## src/rtl/fifo_ctrl.sv

```systemverilog
// Pointer, occupancy and flag controller for a single-clock FIFO built around a
// dual-pointer RAM with a two-register read path (address register, data register).
module fifo_ctrl #(
   parameter int AWIDTH           = 4,
   parameter int ALMOST_FULL_LVL  = 12,
   parameter int ALMOST_EMPTY_LVL = 2
) (
   input  logic              clk_i,
   input  logic              srst_i,
   input  logic              wrreq_i,
   input  logic              rdreq_i,
   output logic              wren_o,
   output logic [AWIDTH-1:0] wrpntr_o,
   output logic [AWIDTH-1:0] rdpntr_o,
   output logic              rdval_o,
   output logic [AWIDTH:0]   usedw_o,
   output logic              full_o,
   output logic              empty_o,
   output logic              almost_full_o,
   output logic              almost_empty_o,
   output logic              ovf_o,
   output logic              udf_o
);

   localparam logic [AWIDTH:0] DEPTH  = (AWIDTH+1)'(2**AWIDTH);
   localparam logic [AWIDTH:0] AF_LVL = (AWIDTH+1)'(ALMOST_FULL_LVL);
   localparam logic [AWIDTH:0] AE_LVL = (AWIDTH+1)'(ALMOST_EMPTY_LVL);

   logic              wr_acc;
   logic              rd_acc;
   logic [AWIDTH:0]   usedw_nxt;
   logic              vld_p0;
   logic              vld_p1;

   // Accepts are gated by the registered flags, so a full FIFO never takes a
   // write in the same cycle a read frees a slot (and vice versa when empty).
   assign wr_acc = wrreq_i & ~full_o  & ~srst_i;
   assign rd_acc = rdreq_i & ~empty_o & ~srst_i;
   assign wren_o = wr_acc;

   always_comb begin
      usedw_nxt = usedw_o + {{AWIDTH{1'b0}}, wr_acc} - {{AWIDTH{1'b0}}, rd_acc};
   end

   // Stage p0/p1: rd_acc follows the RAM address register and then its data register.
   always_ff @(posedge clk_i) begin
      if (srst_i) begin
         wrpntr_o       <= '0;
         rdpntr_o       <= '0;
         usedw_o        <= '0;
         full_o         <= 1'b0;
         empty_o        <= 1'b1;
         almost_full_o  <= 1'b0;
         almost_empty_o <= 1'b1;
         ovf_o          <= 1'b0;
         udf_o          <= 1'b0;
         vld_p0         <= 1'b0;
         vld_p1         <= 1'b0;
      end else begin
         if (wr_acc) wrpntr_o <= wrpntr_o + AWIDTH'(1);
         if (rd_acc) rdpntr_o <= rdpntr_o + AWIDTH'(1);
         usedw_o        <= usedw_nxt;
         full_o         <= (usedw_nxt == DEPTH);
         empty_o        <= (usedw_nxt == '0);
         almost_full_o  <= (usedw_nxt >= AF_LVL);
         almost_empty_o <= (usedw_nxt <  AE_LVL);
         ovf_o          <= wrreq_i & full_o;
         udf_o          <= rdreq_i & empty_o;
         vld_p0         <= rd_acc;
         vld_p1         <= vld_p0;
      end
   end

   assign rdval_o = vld_p1;

endmodule
```

## config.mk

```make
export PLATFORM = sky130hd
export DESIGN_NAME = fifo_ctrl
export DESIGN_NICKNAME = d
export VERILOG_FILES = /design/src/rtl/fifo_ctrl.sv
export SDC_FILE = /design/constraint.sdc
export NUM_CORES = 1
export LEC_CHECK = 0
export CORE_UTILIZATION = 40
export DETAILED_ROUTE_END_ITERATION = 10
export PLACE_DENSITY = 0.76
export SLEW_MARGIN = 25
export SYNTH_ARGS = -nofsm -noshare
export SYNTH_HDL_FRONTEND = slang
export SYNTH_SLANG_ARGS = --single-unit
```

## constraint.sdc

```tcl
create_clock -name clk_i -period 4.7 [get_ports clk_i]
set_input_delay 0.705 -clock clk_i [delete_from_list [all_inputs] [get_ports clk_i]]
set_output_delay 0.705 -clock clk_i [all_outputs]
set_load 0.02 [all_outputs]
```

==> reports/qor.txt, run 1 <==
GPL Wtd Cong: 0.770
Starting density of the core: 0.439
Crit path buf inv count: 3
Register area share after synthesis: 0.469
CTS tree: yes
Detail Placement HPWL: 1120 µm
Total Die Area: 2440 µm²
Setup_tns: 0 ps
Setup Viol. Count Final: 0
First-pass GRT wire length: 2670 µm
Fraction of final layout cells sized beyond drive strength 1: 0.0789
Core Area: 2040 µm²
Maximum VDD drop: 0.000414 V
Critical Path Start Type: input pin
Die width: 49.4 µm
GRT Residual Overflow: 0
Fin crit share: 0.704
Most used DFF post-synth: dfxtp_1
CTS resizes: 0
Sw Ratio: 0.398
Internal power: 0.000451 W
Initial antenna violation count: 0
Gr usage total: 0.142
Pre-CTS setup slack: 1070 ps
Comb power frac: 0.544
Hold_sp: vld_p0
Vias in the first global route: 606
DRC viols: 0
Setup Buffers After CTS: 0
Nets: 127
Slew Limit Headroom: 0.577
Clock Latency Late Sink: 290 ps
Mapped Cells: 88
Critical path startpoint: srst_i
Hold path cells: 1
Largest net degree at the start of global routing: 19
Slowest cell on crit path: clkdlybuf4s50_1
Post-synthesis cell area: 897 µm²
Htree depth: 1
ANT nets after route: 0
Crit path depth: 4
PD cells: 629 nW/µm²
DRT iter0 DRCs: 9
Arr. time, crit path: 2600 ps
Port bufs: 24
Final min period: 3310 ps
Io pins: 25
Sequential power share: 0.345
Average size of a mapped cell: 10.2 µm²
Worst EP required: 3990 ps
Crit Path Class: in -> out
Leakage power: 0.503 nW
Final slew viol count: 0
# rows: 16
CTS Hold Buffers Added: 0
Synthesized Nets: 100
Worst-path clk slew: 110 ps
RSZ-0062 raised after global routing: false
CTS Buffer Depth: 2
Wire length per cell: 10.5 µm
Synth unique cells: 26
Synth Register Bits: 21
WL final: 1490 µm
Max Freq: 302 MHz
Router iterations before antenna repair: 4
Skew final: 6.29 ps
Fin. Hold Viols: 0
Syn. warnings: 0
Critical path's top delay family: buffers and inverters
CP Cell Sequence: clkdlybuf4s50_1 -> inv_1 -> and2_1 -> clkdlybuf4s50_1
R2R depth: 7
Top cell by count, worst path: clkdlybuf4s50_1
Worst Path Max Fanout: 18
Clock power share: 0.111
Clock root cell: clkbuf_4
Total clock sinks: 21
Maxcap violations: 0
Via count: 661
Outcome: finished, final reports clean
Post-route setup slack: 1390 ps
Hold Crit Class: reg -> reg
Slew @ Worst Pin: 633 ps
# diodes: 0
Fraction of registers with async set/reset: 0
NetSw: 0.000298 W
Crit end category: output pin
Area Overhead vs Synth: 32.6%
Vias per cell: 4.69
Crit-path max cell delay: 880 ps
Worst R2R Start: empty_o
CTS buffer count: 3
Post-synth EDFFs: 0
Chip Height: 49.4 µm
cells in the mapped netlist, drive strengths merged, types with 2 or more instances:
cell    n  area [µm²]
dfxtp  21         420
nor2   11        41.3
inv     9        33.8
ha      7        87.6
xor2    7        68.8
nand2   5        18.8
nor2b   4        25.0
xnor2   3        26.3
a21o    2        15.0
a21oi   2        17.5
and3    2        12.5
buf     2        8.75
nand4   2        12.5
nor3b   2        20.0
per-stage QoR:
stage | instances | cell area, µm² | total power, W | hold slack, ps | util
floorplan | 88 | 897 | 0.000541 | 414 | -
global placement | 137 | 1160 | 0.000668 | 427 | 0.569
detailed placement | 137 | 1160 | 0.000669 | 429 | 0.569
CTS | 141 | 1190 | 0.000757 | 457 | 0.583
global route | 141 | 1190 | 0.000808 | 486 | 0.583
finish | 141 | 1190 | 0.000749 | 457 | 0.583
routing by layer:
metal	global-route usage	routed length, µm
met1	0.180	719
met2	0.233	680
met3	0.0343	73
met4	0.0441	12
met5	0	0
worst register-to-register path: stages, from the launching register on:
cell and delay [ps]:
dfxtp_1 370, nor3b_2 320, ha_1 290, inv_1 50
ha_1 170, fa_1 460, or3_1 380, nor4bb_2 280
registers in the layout, summed over array words and instances, names as in the netlist:
signal / flops
usedw_o: 5
rdpntr_o: 4
wrpntr_o: 4
almost_empty_o: 1
almost_full_o: 1
empty_o: 1
full_o: 1
ovf_o: 1
rdval_o: 1
udf_o: 1
vld_p0: 1
cell families (layout without fill, tap and decap cells):
group,count (synthesis),count (layout),share of synthesized area
and+or+nand+nor,29,29,0.177
AOI/OAI and AO/OA,8,8,0.0697
muxes,1,1,0.0112
DFF,21,21,0.469
xor gates and xnor gates,10,10,0.106
adders and majority gates,8,8,0.120
buffers and inverters,11,37,0.0474
path summary, 6_finish.rpt:
kind,to,slack [ps]
setup / recovery,wren_o,1390
hold / removal,rdval_o,460
setup reg to reg,full_o,2280
hold reg to reg,rdval_o,460
final cells by class:
class	count	area, µm²
timing repair buffer	24	240
inverter	9	33.8
tap	27	33.8
clock buffer	3	22.5
fill	196	852
multi-input combinational	56	434
sequential	21	420
clock inverter	1	5.00
power groups by stage:
stage / combinational, W / clock, W / sequential (W)
after floorplan: 0.000227 / 0 / 0.000314
after global placement: 0.000405 / 0 / 0.000263
final: 0.000407 / 0.0000830 / 0.000259
after CTS: 0.000410 / 0.0000870 / 0.000260
after detailed placement: 0.000405 / 0 / 0.000264
after global routing: 0.000443 / 0.0000971 / 0.000268
layout by cell type, fill, tap and decap left out:
cell type,n
a31o_1,1
nor3b_2,1
and2_1,1
o22ai_1,1
a21oi_2,2
or3_1,1
nand4_1,2
nand2_1,5
inv_1,9
o21ai_0,1
clkbuf_4,3
a21o_1,2
ha_1,7
dfxtp_1,21
fa_1,1
mux2i_1,1
nor3b_1,1
a41o_1,1
xnor2_1,3
xor2_2,1
clkdlybuf4s50_1,24
and3_1,2
nor4bb_2,1
xor2_1,6
nor2_1,11
clkinv_2,1
nor2b_1,4
No activity file was read; power rests on OpenSTA's default activity.
==> run 2, diff against run 1 <==
PLACE_DENSITY = 0.78   (was 0.76)
clock period = 2.67 ns   (was 4.7 ns; I/O delays follow)
==> run 2 against run 1 <==
  * Hold slack improved by 8.7 ps
  * Via count increased by 4.4%
  * Clock skew decreased by 2.9 ps
  * Clock-buffer cell count unchanged
  * Critical endpoint is now full_o
  * Global-route usage increased by 0.92 points
  * Sequential power increased by 76%
  * First-iteration DRC count unchanged
  * Die area unchanged
  * Core utilization increased by 3.3 points
  * Sequential cell count unchanged
  * Cell count increased by 6.4%
  * Setup slack got worse by 1200 ps
==> reports/qor.txt, run 2 (same netlist as run 1, synthesis figures left out) <==
Slew Limit Headroom: 0.724
Regs by FF count: usedw_o: 5 flops, rdpntr_o: 4 flops, wrpntr_o: 4 flops
RSZ-0062 raised after global routing: false
Internal power: 0.000836 W
Crit end category: flop
Design area: 1260 µm²
Worst Path Max Fanout: 2
Most common cell after layout, fill and taps aside: clkdlybuf4s50_1
Detail Placement HPWL: 1230 µm
Clock Latency Late Sink: 300 ps
Final Non-Filler Cells: 150
Register area: 420 µm²
Total clock sinks: 21
WL final: 1570 µm
Io pins: 25
Footprint of the multi-input gates: 434 µm²
DRC viols: 0
# rows: 16
Outcome: finished, final reports clean
Slowest cell on crit path: clkdlybuf4s50_1
GRT Residual Overflow: 0
Hold slack: 465 ps
Most frequent cells in the layout: 24 x clkdlybuf4s50_1, 21 x dfxtp_1, 11 x nor2_1
Slew @ Worst Pin: 411 ps
Clock root cell: clkbuf_4
CTS buffer count: 3
Worst EP required: 2880 ps
CP Cell Sequence: clkdlybuf4s50_1 -> nor3b_2 -> ha_1 -> inv_1 -> ha_1 -> fa_1 -> xor2_1 -> or3_1 -> nor4bb_2
Max reg flops: 5
Largest Register: usedw_o
Maxcap violations: 0
GPL Wtd Cong: 0.827
Core Area: 2040 µm²
Wire length per cell: 10.4 µm
Fin crit share: 0.942
Hold Crit Class: reg -> reg
ANT nets after route: 0
CTS tree: yes
Router iterations before antenna repair: 2
Final slew viol count: 0
Leakage power: 0.547 nW
Critical Path Start Type: input pin
Comb power frac: 0.564
Setup Viol. Count Final: 0
CTS Buffer Depth: 2
Vias in the first global route: 688
Sequential power share: 0.330
Maximum VDD drop: 0.000775 V
CTS resizes: 0
Crit-path max cell delay: 410 ps
Placed Cells incl. Taps: 146
Chip Height: 49.4 µm
Setup Buffers After CTS: 0
Arr. time, crit path: 2720 ps
Fillers: 184
CTS Hold Buffers Added: 0
Nets: 136
Top cell by count, worst path: ha_1
Placed instance area: 1230 µm²
Area Overhead vs Synth: 40.2%
DRT iter0 DRCs: 9
Max Freq: 398 MHz
Initial antenna violation count: 0
Largest net degree at the start of global routing: 17
First-pass GRT wire length: 2830 µm
# diodes: 0
Skew final: 3.40 ps
Overall power: 0.00138 W
PD cells: 1100 nW/µm²
Crit Path Class: in -> reg
Htree depth: 1
Final min period: 2510 ps
Die width: 49.4 µm
Starting density of the core: 0.439
Fin. Hold Viols: 0
Clock power share: 0.106
Via count: 690
Fraction of final layout cells sized beyond drive strength 1: 0.146
Port bufs: 24
Worst-path clk slew: 110 ps
Total Die Area: 2440 µm²
Sw Ratio: 0.396
Post-route setup slack: 156 ps
Vias per cell: 4.60
NetSw: 0.000548 W
Pre-CTS setup slack: -146 ps
Gr usage total: 0.151
==> run 2: cell count changes in the layout (fill, tap and decap cells not counted), sizes merged <==
cell	change
buf	+9
==> run 2: final cells by class <==
type | count | area share
multi-input cells | 56 | 0.345
flip-flops and latches | 21 | 0.334
repair buffers | 33 | 0.245
inverters | 9 | 0.0269
well taps | 27 | 0.0269
clock buffers | 3 | 0.0179
clock inverters | 1 | 0.00398
==> run 2: metal layers <==
| layer | wire length [µm] | part of all wire | up-vias | track usage |
|---|---|---|---|---|
| met5 | 0 | 0 | - | 0 |
| met4 | 13 | 0.0083 | 0 | 0.0588 |
| met3 | 66 | 0.042 | 2 | 0.0312 |
| met2 | 730 | 0.47 | 20 | 0.265 |
| met1 | 755 | 0.48 | 309 | 0.177 |
| li1 | - | - | 359 | - |
==> run 2: power by group through the flow <==
stage               combinational, W  clock [W]  sequential, W
floorplan                   0.000399          0       0.000553
global placement            0.000762          0       0.000462
detailed placement          0.000778          0       0.000465
CTS                         0.000786   0.000155       0.000459
global route                0.000858   0.000168       0.000467
finish                      0.000781   0.000146       0.000457
==> run 2: critical path: cells and delay by family <==
kind	cells	cell delay, ps
xor+xnor	1	190
simple gates	3	790
fa+ha+maj	3	880
buf+inv	2	450
==> run 2: worst paths after layout <==
check	startpoint	endpoint	slack, ps	cells after the start
min	vld_p0	rdval_o	470	1
max	rdreq_i	full_o	160	9
max reg2reg	empty_o	full_o	340	8
min reg2reg	vld_p0	rdval_o	470	1
==> run 2: through the flow <==
stage	TNS, ps	utilization
3_3_place_gp	-336	0.602
3_5_place_dp	-492	0.602
5_1_grt	0	0.616
6_report	0	0.616
4_1_cts	0	0.616
2_1_floorplan	0	-
==> run 3, diff against run 2 <==
SLEW_MARGIN = unset   (was 25)
==> results of run 3 <==
The final DEF is identical to that of run 2; final timing and power are the same.
